`config.mk`:
```
export PLATFORM = sky130hd
export DESIGN_NAME = lrf_frame_source
export DESIGN_NICKNAME = d
export VERILOG_FILES = /design/src/rtl/lrf_frame_source.sv
export SDC_FILE = /design/constraint.sdc
export NUM_CORES = 1
export LEC_CHECK = 0
export ABC_AREA = 1
export CAP_MARGIN = 20
export CORE_MARGIN = 10
export CORE_UTILIZATION = 35
export CTS_BUF_LIST = sky130_fd_sc_hd__clkbuf_8
export CTS_CLUSTER_SIZE = 30
export DETAILED_ROUTE_END_ITERATION = 12
export PLACE_DENSITY = 0.7
export SLEW_MARGIN = 10
export SYNTH_ARGS = -nofsm -noshare
export SYNTH_HDL_FRONTEND = slang
export SYNTH_SLANG_ARGS = --single-unit
```
`constraint.sdc`:
```
create_clock -name m_axis_aclk -period 27 [get_ports m_axis_aclk]
set_clock_uncertainty 0.1 [all_clocks]
set_input_delay 8.1 -clock m_axis_aclk [delete_from_list [all_inputs] [get_ports m_axis_aclk]]
set_output_delay 8.1 -clock m_axis_aclk [all_outputs]
set_load 0.005 [all_outputs]
```
`src/rtl/lrf_frame_source.sv`:
```
// Streams FRAMES_PER_RUN frames out of a frame store onto AXI-Stream.
// Reads are credit-limited so a 2-entry output FIFO can never overflow.
module lrf_frame_source #(
  parameter int unsigned PIXELS_PER_BEAT = 16,
  parameter int unsigned IMAGE_DIM       = 64,
  parameter int unsigned N_FUSE_COUNT    = 4,
  parameter int unsigned DATA_WIDTH      = 8 * PIXELS_PER_BEAT,
  localparam int unsigned FRAMES_PER_RUN  = 2 << N_FUSE_COUNT,
  localparam int unsigned BEATS_PER_IMAGE = IMAGE_DIM * IMAGE_DIM / PIXELS_PER_BEAT,
  localparam int unsigned FRAME_W         = $clog2(FRAMES_PER_RUN),
  localparam int unsigned BEAT_W          = $clog2(BEATS_PER_IMAGE),
  localparam int unsigned ADDR_W          = FRAME_W + BEAT_W
) (
  input  logic                  m_axis_aclk,
  input  logic                  m_axis_areset,
  input  logic                  start,
  input  logic                  abort,
  output logic                  mem_ren,
  output logic [ADDR_W-1:0]     mem_raddr,
  input  logic [DATA_WIDTH-1:0] mem_rdata,
  output logic [DATA_WIDTH-1:0] m_axis_tdata,
  output logic                  m_axis_tvalid,
  input  logic                  m_axis_tready,
  output logic                  m_axis_tlast,
  output logic                  m_axis_tuser,
  output logic                  busy,
  output logic                  done
);

  localparam logic [1:0] StIdle  = 2'd0;
  localparam logic [1:0] StRun   = 2'd1;
  localparam logic [1:0] StDrain = 2'd2;
  localparam logic [1:0] StDone  = 2'd3;

  localparam logic [BEAT_W-1:0]  LastBeat  = BEAT_W'(BEATS_PER_IMAGE - 1);
  localparam logic [FRAME_W-1:0] LastFrame = FRAME_W'(FRAMES_PER_RUN - 1);

  logic [1:0]            state_q, state_d;
  logic [BEAT_W-1:0]     beat_q, beat_d;
  logic [FRAME_W-1:0]    frame_q, frame_d;
  logic                  abort_pend_q, abort_pend_d;
  logic                  armed_q;
  logic                  inflight_q, infl_first_q, infl_last_q;
  logic [DATA_WIDTH-1:0] fifo_data_q [2];
  logic                  fifo_last_q [2];
  logic                  fifo_first_q [2];
  logic                  wptr_q, rptr_q;
  logic [1:0]            count_q, count_d;

  logic       pop, push, room, start_ok, beat_last, frame_last, abort_now;
  logic [2:0] occ;

  always_comb begin
    pop        = (count_q != 2'd0) && m_axis_tready;
    push       = inflight_q;
    // Credit counts FIFO entries plus the read in flight, net of this cycle's pop.
    occ        = {1'b0, count_q} + {2'b00, inflight_q} - {2'b00, pop};
    room       = occ < 3'd2;
    start_ok   = (state_q == StIdle) && armed_q && start && !abort;
    mem_ren    = start_ok || ((state_q == StRun) && room);
    beat_last  = beat_q == LastBeat;
    frame_last = frame_q == LastFrame;
    abort_now  = abort_pend_q || ((state_q == StRun) && abort);

    state_d = state_q;
    unique case (state_q)
      StIdle:  if (start_ok) state_d = StRun;
      StRun:   if (mem_ren && beat_last && (frame_last || abort_now)) state_d = StDrain;
      StDrain: if ((count_q == 2'd0) && !inflight_q) state_d = StDone;
      StDone:  state_d = StIdle;
      default: state_d = StIdle;
    endcase

    abort_pend_d = (state_d == StRun) && abort_now;

    beat_d  = beat_q;
    frame_d = frame_q;
    if (mem_ren) begin
      if (state_d == StDrain) begin
        // Final read of the run (or of an aborted run): park the address at 0.
        beat_d  = '0;
        frame_d = '0;
      end else if (beat_last) begin
        beat_d  = '0;
        frame_d = frame_q + 1'b1;
      end else begin
        beat_d = beat_q + 1'b1;
      end
    end

    count_d = count_q + {1'b0, push} - {1'b0, pop};
  end

  always_ff @(posedge m_axis_aclk or posedge m_axis_areset) begin
    if (m_axis_areset) begin
      state_q      <= StIdle;
      beat_q       <= '0;
      frame_q      <= '0;
      abort_pend_q <= 1'b0;
      armed_q      <= 1'b0;
      inflight_q   <= 1'b0;
      infl_first_q <= 1'b0;
      infl_last_q  <= 1'b0;
      wptr_q       <= 1'b0;
      rptr_q       <= 1'b0;
      count_q      <= 2'd0;
      for (int i = 0; i < 2; i++) begin
        fifo_data_q[i]  <= '0;
        fifo_last_q[i]  <= 1'b0;
        fifo_first_q[i] <= 1'b0;
      end
    end else begin
      state_q      <= state_d;
      beat_q       <= beat_d;
      frame_q      <= frame_d;
      abort_pend_q <= abort_pend_d;
      armed_q      <= 1'b1;
      inflight_q   <= mem_ren;
      infl_first_q <= beat_q == '0;
      infl_last_q  <= beat_last;
      count_q      <= count_d;
      if (push) begin
        fifo_data_q[wptr_q]  <= mem_rdata;
        fifo_last_q[wptr_q]  <= infl_last_q;
        fifo_first_q[wptr_q] <= infl_first_q;
        wptr_q               <= ~wptr_q;
      end
      if (pop) rptr_q <= ~rptr_q;
    end
  end

  assign mem_raddr     = {frame_q, beat_q};
  assign m_axis_tvalid = count_q != 2'd0;
  assign m_axis_tdata  = fifo_data_q[rptr_q];
  assign m_axis_tlast  = fifo_last_q[rptr_q];
  assign m_axis_tuser  = fifo_first_q[rptr_q];
  assign busy          = state_q != StIdle;
  assign done          = state_q == StDone;

endmodule

```
Word-level counts from Yosys, hierarchy flattened. Index checks and enable logic that the tools add are counted.

Add/sub/neg operators: 6. Order comparisons: 4. Equal/unequal tests: 7. Mux-type cells: 24. Bitwise gates (word level): 4. Reduce and logical (&&, ||, !) cells: 23.

Operator list (count): 2-to-1 mux 128 bit (4); bitwise mux 256 bit (1); demux 128 bit (select 1 bit) (1); 2-to-1 mux 8 bit (2); logical AND 1 bit (11); 2-to-1 mux 5 bit (2); adder 8 x 1 -> 8 bit (second input constant) (1); == test 8 bit (second input constant) (1); logical NOT 8 bit (1); case mux 2 bit (4 select lines) (1); 2-to-1 mux 1 bit (7); == test 2 bit (second input constant) (3); 2-to-1 mux 2 bit (3); nonzero test 2 bit (3); adder 5 x 1 -> 5 bit (second input constant) (1); == test 5 bit (second input constant) (1); bitwise mux 2 bit (2); == test 2 x 1 -> 1 bit (second input constant) (2); greater-or-equal comparator 2 bit (second input constant) (2); logical NOT 2 bit (2); NOT 1 -> 2 bit (2); adder 2 x 1 -> 3 bit (1); logical OR 1 bit (3); less-than comparator 3 x 2 -> 1 bit (second input constant) (1); 8 further kinds (10).

Register bits: 284. Logic and storage cells: 85.

Logic depth before layout (Yosys ltp).
Depth after elaboration: 13. Gate-level depth with buffers: 20.

Worst setup path before layout. Ideal clock, no wire load.

Path kind: input port to output port. Start point: input m_axis_tready. End point: output mem_ren. Data arrival time: 9489 ps. Required time: 18800 ps. Slack: 9311 ps. Cell stages on the path: 9. Path buffers: 0. Cells stage by stage: nand2_1 -> inv_1 -> ha_1 -> inv_1 -> ha_1 -> inv_1 -> fa_1 -> nand2_1 -> o21ai_4.

Word-level cells in the longest chain between the ends: 5.

Ends and longest elaborated chain: from (decl) (line 23) `input logic m_axis_tready,`; logical AND 1 bit (line 54) `pop = (count_q != 2'd0) && m_axis_tready;`; named net pop (line 50) `logic pop, push, room, start_ok, beat_last, frame_last, abort_now;`; subtractor 3 x 1 -> 3 bit (line 57) `occ = {1'b0, count_q} + {2'b00, inflight_q} - {2'b00, pop};`; less-than comparator 3 x 2 -> 1 bit (line 58) `room = occ < 3'd2;`; logical AND 1 bit (line 60) `mem_ren = start_ok || ((state_q == StRun) && room);`; logical OR 1 bit (line 60); to (decl) (line 18) `output logic mem_ren,`.

The timed path passes the listed nets, and every way through them passes these cells.

Worst setup path in the final report. Ends and elaborated chain as after synthesis.

==> results.sh <==
export IMPL_insertion_delay_ns=0.60
export IMPL_slew_headroom=0.326
export IMPL_pwr_density_cell_nw_per_um2=123
export IMPL_seqPwrFrac=0.368
export IMPL_clock_path_buffers=3
export IMPL_use_met2=0.242
export IMPL_drv_slew=0
export IMPL_fillCellCount=3316
export IMPL_gr_total_overflow=0
export IMPL_hpwl_mm=22.1
export IMPL_drt_pass1_iterations=5
export IMPL_ir_drop_v=0.0000655
export IMPL_power_switching_uw=746
export IMPL_fmax_mhz=53.1
export IMPL_grt_first_pass_wirelength_mm=55.3
export IMPL_crit_slowest_cell="clkdlybuf4s50_1"
export IMPL_timing_max_cap_violations=0
export IMPL_root_buffer="clkbuf_8"
export IMPL_cts_setup_buffers=0
export IMPL_pwr_share_comb=0.429
export IMPL_numPortBuffers=279
export IMPL_drive_gt1_frac=0.0553
export IMPL_tightestPinTransition_ns=1.01
export IMPL_yosysWarnings=0
export IMPL_antenna_found_initial=1
export IMPL_syn_inst=1533
export IMPL_tritoncts="yes"
export IMPL_cp_num_buf_inv=5
export IMPL_postRouteWirelength_mm=33.7
export IMPL_routabilityCongestion=0.782
export IMPL_setup_tns_ns=0
export IMPL_cp_arrival_ns=10.64
export IMPL_cp_end_kind="primary output"
export IMPL_floorplan_initialDensity=0.356
export IMPL_cts_sinks=284
export IMPL_required_ns=18.80
export IMPL_fin_crit_ns=18.84
export IMPL_num_nets_final=1927
export IMPL_startpoint_type="input pin"
export IMPL_min_path_type="register to register"
export IMPL_hold_viol_final=0
export IMPL_ys_seq_area_frac=0.577
export IMPL_path_clk_slew_ns=0.06
export IMPL_worstSetupPathType="input pin to primary output"
export IMPL_syn2layout_area_growth_pct=34.5
export IMPL_synth_nets=1673
export IMPL_crit_top_cell="inv_1"
export IMPL_synth_top_cell_by_area="dfrtp_1"
export IMPL_swShare=0.365
export IMPL_synth_top_area_frac=0.577
export IMPL_grt_pass1_vias=10400
export IMPL_io_pins=280
export IMPL_fp_row_count=68
export IMPL_synthDistinctLibCells=30
export IMPL_netlist_area_um2=12300
export IMPL_die_y_um=208
export IMPL_core_area_um2=34600
export IMPL_cts_buffers=49
export IMPL_crit_path_max_incr_delay_ns=0.59
export IMPL_cp_cell_sequence="clkdlybuf4s50_1 -> nand2_1 -> inv_1 -> ha_1 -> inv_1 -> ha_1 -> inv_1 -> fa_1 -> nand2_1 -> o21ai_4 -> clkdlybuf4s50_1"
export IMPL_leakage_uw=0.00858
export IMPL_cpLargestDelayFamily="buffers and inverters"
export IMPL_grt_max_degree=125
export IMPL_vias=10400
export IMPL_status="complete, no violations"
export IMPL_met1_usage=0.198
export IMPL_grt_usage=0.153
export IMPL_drt_iter0_markers=690
export IMPL_clock_power_share=0.202
export IMPL_viasPerCell=4.55
export IMPL_use_met3=0.0384
export IMPL_crit_path_max_fanout=11
export IMPL_setup_viol=0
export IMPL_ctsResizeCount=0
export IMPL_internal_power_uw=1300
export IMPL_avgSynthCellArea_um2=8.04
export IMPL_ant_nets=0
export IMPL_wl_per_cell_um=14.7
export IMPL_htreeDepth=2
export IMPL_drc_errors=0
export IMPL_cts_hold_buf=0
export IMPL_power_uw=2040
export IMPL_die_w_um=208
export IMPL_period_share=0.698
export IMPL_dieArea_um2=43100
export IMPL_yosys_register_bits=284
export IMPL_ys_top_cells_by_area="dfrtp_1 (58%), nand2_1 (21%), o21ai_0 (11%)"
export IMPL_fin_hold_ws_ns=0.381
export IMPL_rsz0062_at_grt="no"
export IMPL_busiest_layer="met2"
[routing by layer]
| metal | vias up | part of all wire | wire length, µm |
|---|---|---|---|
| li1 | 5210 | - | - |
| met1 | 4876 | 0.45 | 15300 |
| met2 | 267 | 0.47 | 15800 |
| met3 | 38 | 0.059 | 1970 |
| met4 | 0 | 0.020 | 660 |
| met5 | - | 0 | 0 |
[power groups by stage]
stage / logic [µW] / registers (µW) / clock network [µW]
after floorplan: 456 / 717 / 0
after global placement: 876 / 749 / 0
after detailed placement: 892 / 758 / 0
after CTS: 897 / 753 / 430
after global routing: 996 / 780 / 448
final: 877 / 752 / 413
[cell type report]
cell class                      instances  area, µm²  area share
Sequential cell                       284       7110       0.429
Multi-Input combinational cell       1001       4290       0.259
Timing Repair Buffer                  289       2910       0.175
Clock buffer                           69        950      0.0573
Inverter                              162        618      0.0373
Tap cell                              455        569      0.0344
Clock inverter                         22        126     0.00763
Antenna cell                            1       2.50    0.000151
[path summary, 6_finish.rpt]
path / from / end / slack [ns] / cells past startpoint
max in group asynchronous: m_axis_areset / fifo_data_q[254]$_DFFE_PP0P_ / 17.57 / 4
min: fifo_data_q[33]$_DFFE_PP0P_ / fifo_data_q[33]$_DFFE_PP0P_ / 0.38 / 2
max: m_axis_tready / mem_ren / 8.16 / 11
max reg2reg: count_q[1]$_DFF_PP0_ / frame_q[1]$_DFFE_PP0P_ / 24.00 / 17
min reg2reg: fifo_data_q[33]$_DFFE_PP0P_ / fifo_data_q[33]$_DFFE_PP0P_ / 0.38 / 2
min in group asynchronous: m_axis_areset / fifo_data_q[91]$_DFFE_PP0P_ / 7.99 / 2
[registers in the layout (all words and copies together), names as in the netlist, 2 cells and up]
signal	count
count_q	2
frame_q	5
fifo_first_q	2
beat_q	8
fifo_last_q	2
fifo_data_q	256
state_q	2
[placed cells by master (no fill, tap or decap), drive strengths merged, types with 2 or more instances in the layout]
master and instances:
clkdlybuf4s50 279, clkinv 4, clkbuf 69, nand2 688, nand3 13, o21ai 262, nand4 2, buf 10
xnor2 2, xor2 7, ha 6, nor3 2, inv 178, dfrtp 284, nor2 12
[logic make-up after synthesis]
family,Yosys count,share of synthesized area
compound gates,263,0.108
xor+xnor,9,0.00640
fa+ha+maj,7,0.00772
buf+inv,248,0.0760
flops,284,0.577
other cells,1,0.000304
simple gates,721,0.225
[per-stage QoR]
stage	std cells	util	setup slack, ns	cell area (µm²)
after floorplan	1533	-	9.31	12300
after global placement	2189	0.446	8.22	15400
after detailed placement	2189	0.446	8.14	15400
after CTS	2280	0.477	8.14	16500
after global routing	2283	0.479	7.99	16600
final	2283	0.479	8.16	16600
[synth_stat cells, drive strengths merged]
| master | instances |
|---|---|
| nand2 | 688 |
| dfrtp | 284 |
| nand3 | 13 |
| o21ai | 262 |
| and3 | 1 |
| or2 | 1 |
| xor2 | 7 |
| inv | 160 |
| ha | 6 |
| clkbuf | 68 |
| buf | 18 |
| a31oi | 1 |
| conb | 1 |
| nor3 | 2 |
| fa | 1 |
| nor4 | 1 |
| nand4 | 2 |
| xnor2 | 2 |
| clkinv | 2 |
| nor3b | 1 |
| nor2 | 12 |
[worst reg2reg max path, cell delays in order (launching register included)]
cell and delay [ns]:
dfrtp_1 0.43, nor2_1 0.18, inv_1 0.08, nand2_1 0.10
inv_1 0.05, ha_1 0.26, inv_1 0.05, ha_1 0.13
inv_1 0.05, fa_1 0.38, inv_1 0.07, nand2_1 0.05
nand2_1 0.11, o21ai_4 0.12, nand2_1 0.20, clkinv_1 0.30
nand3_1 0.18, nand2_1 0.06
Note: power is estimated with default switching activity, not from simulation.
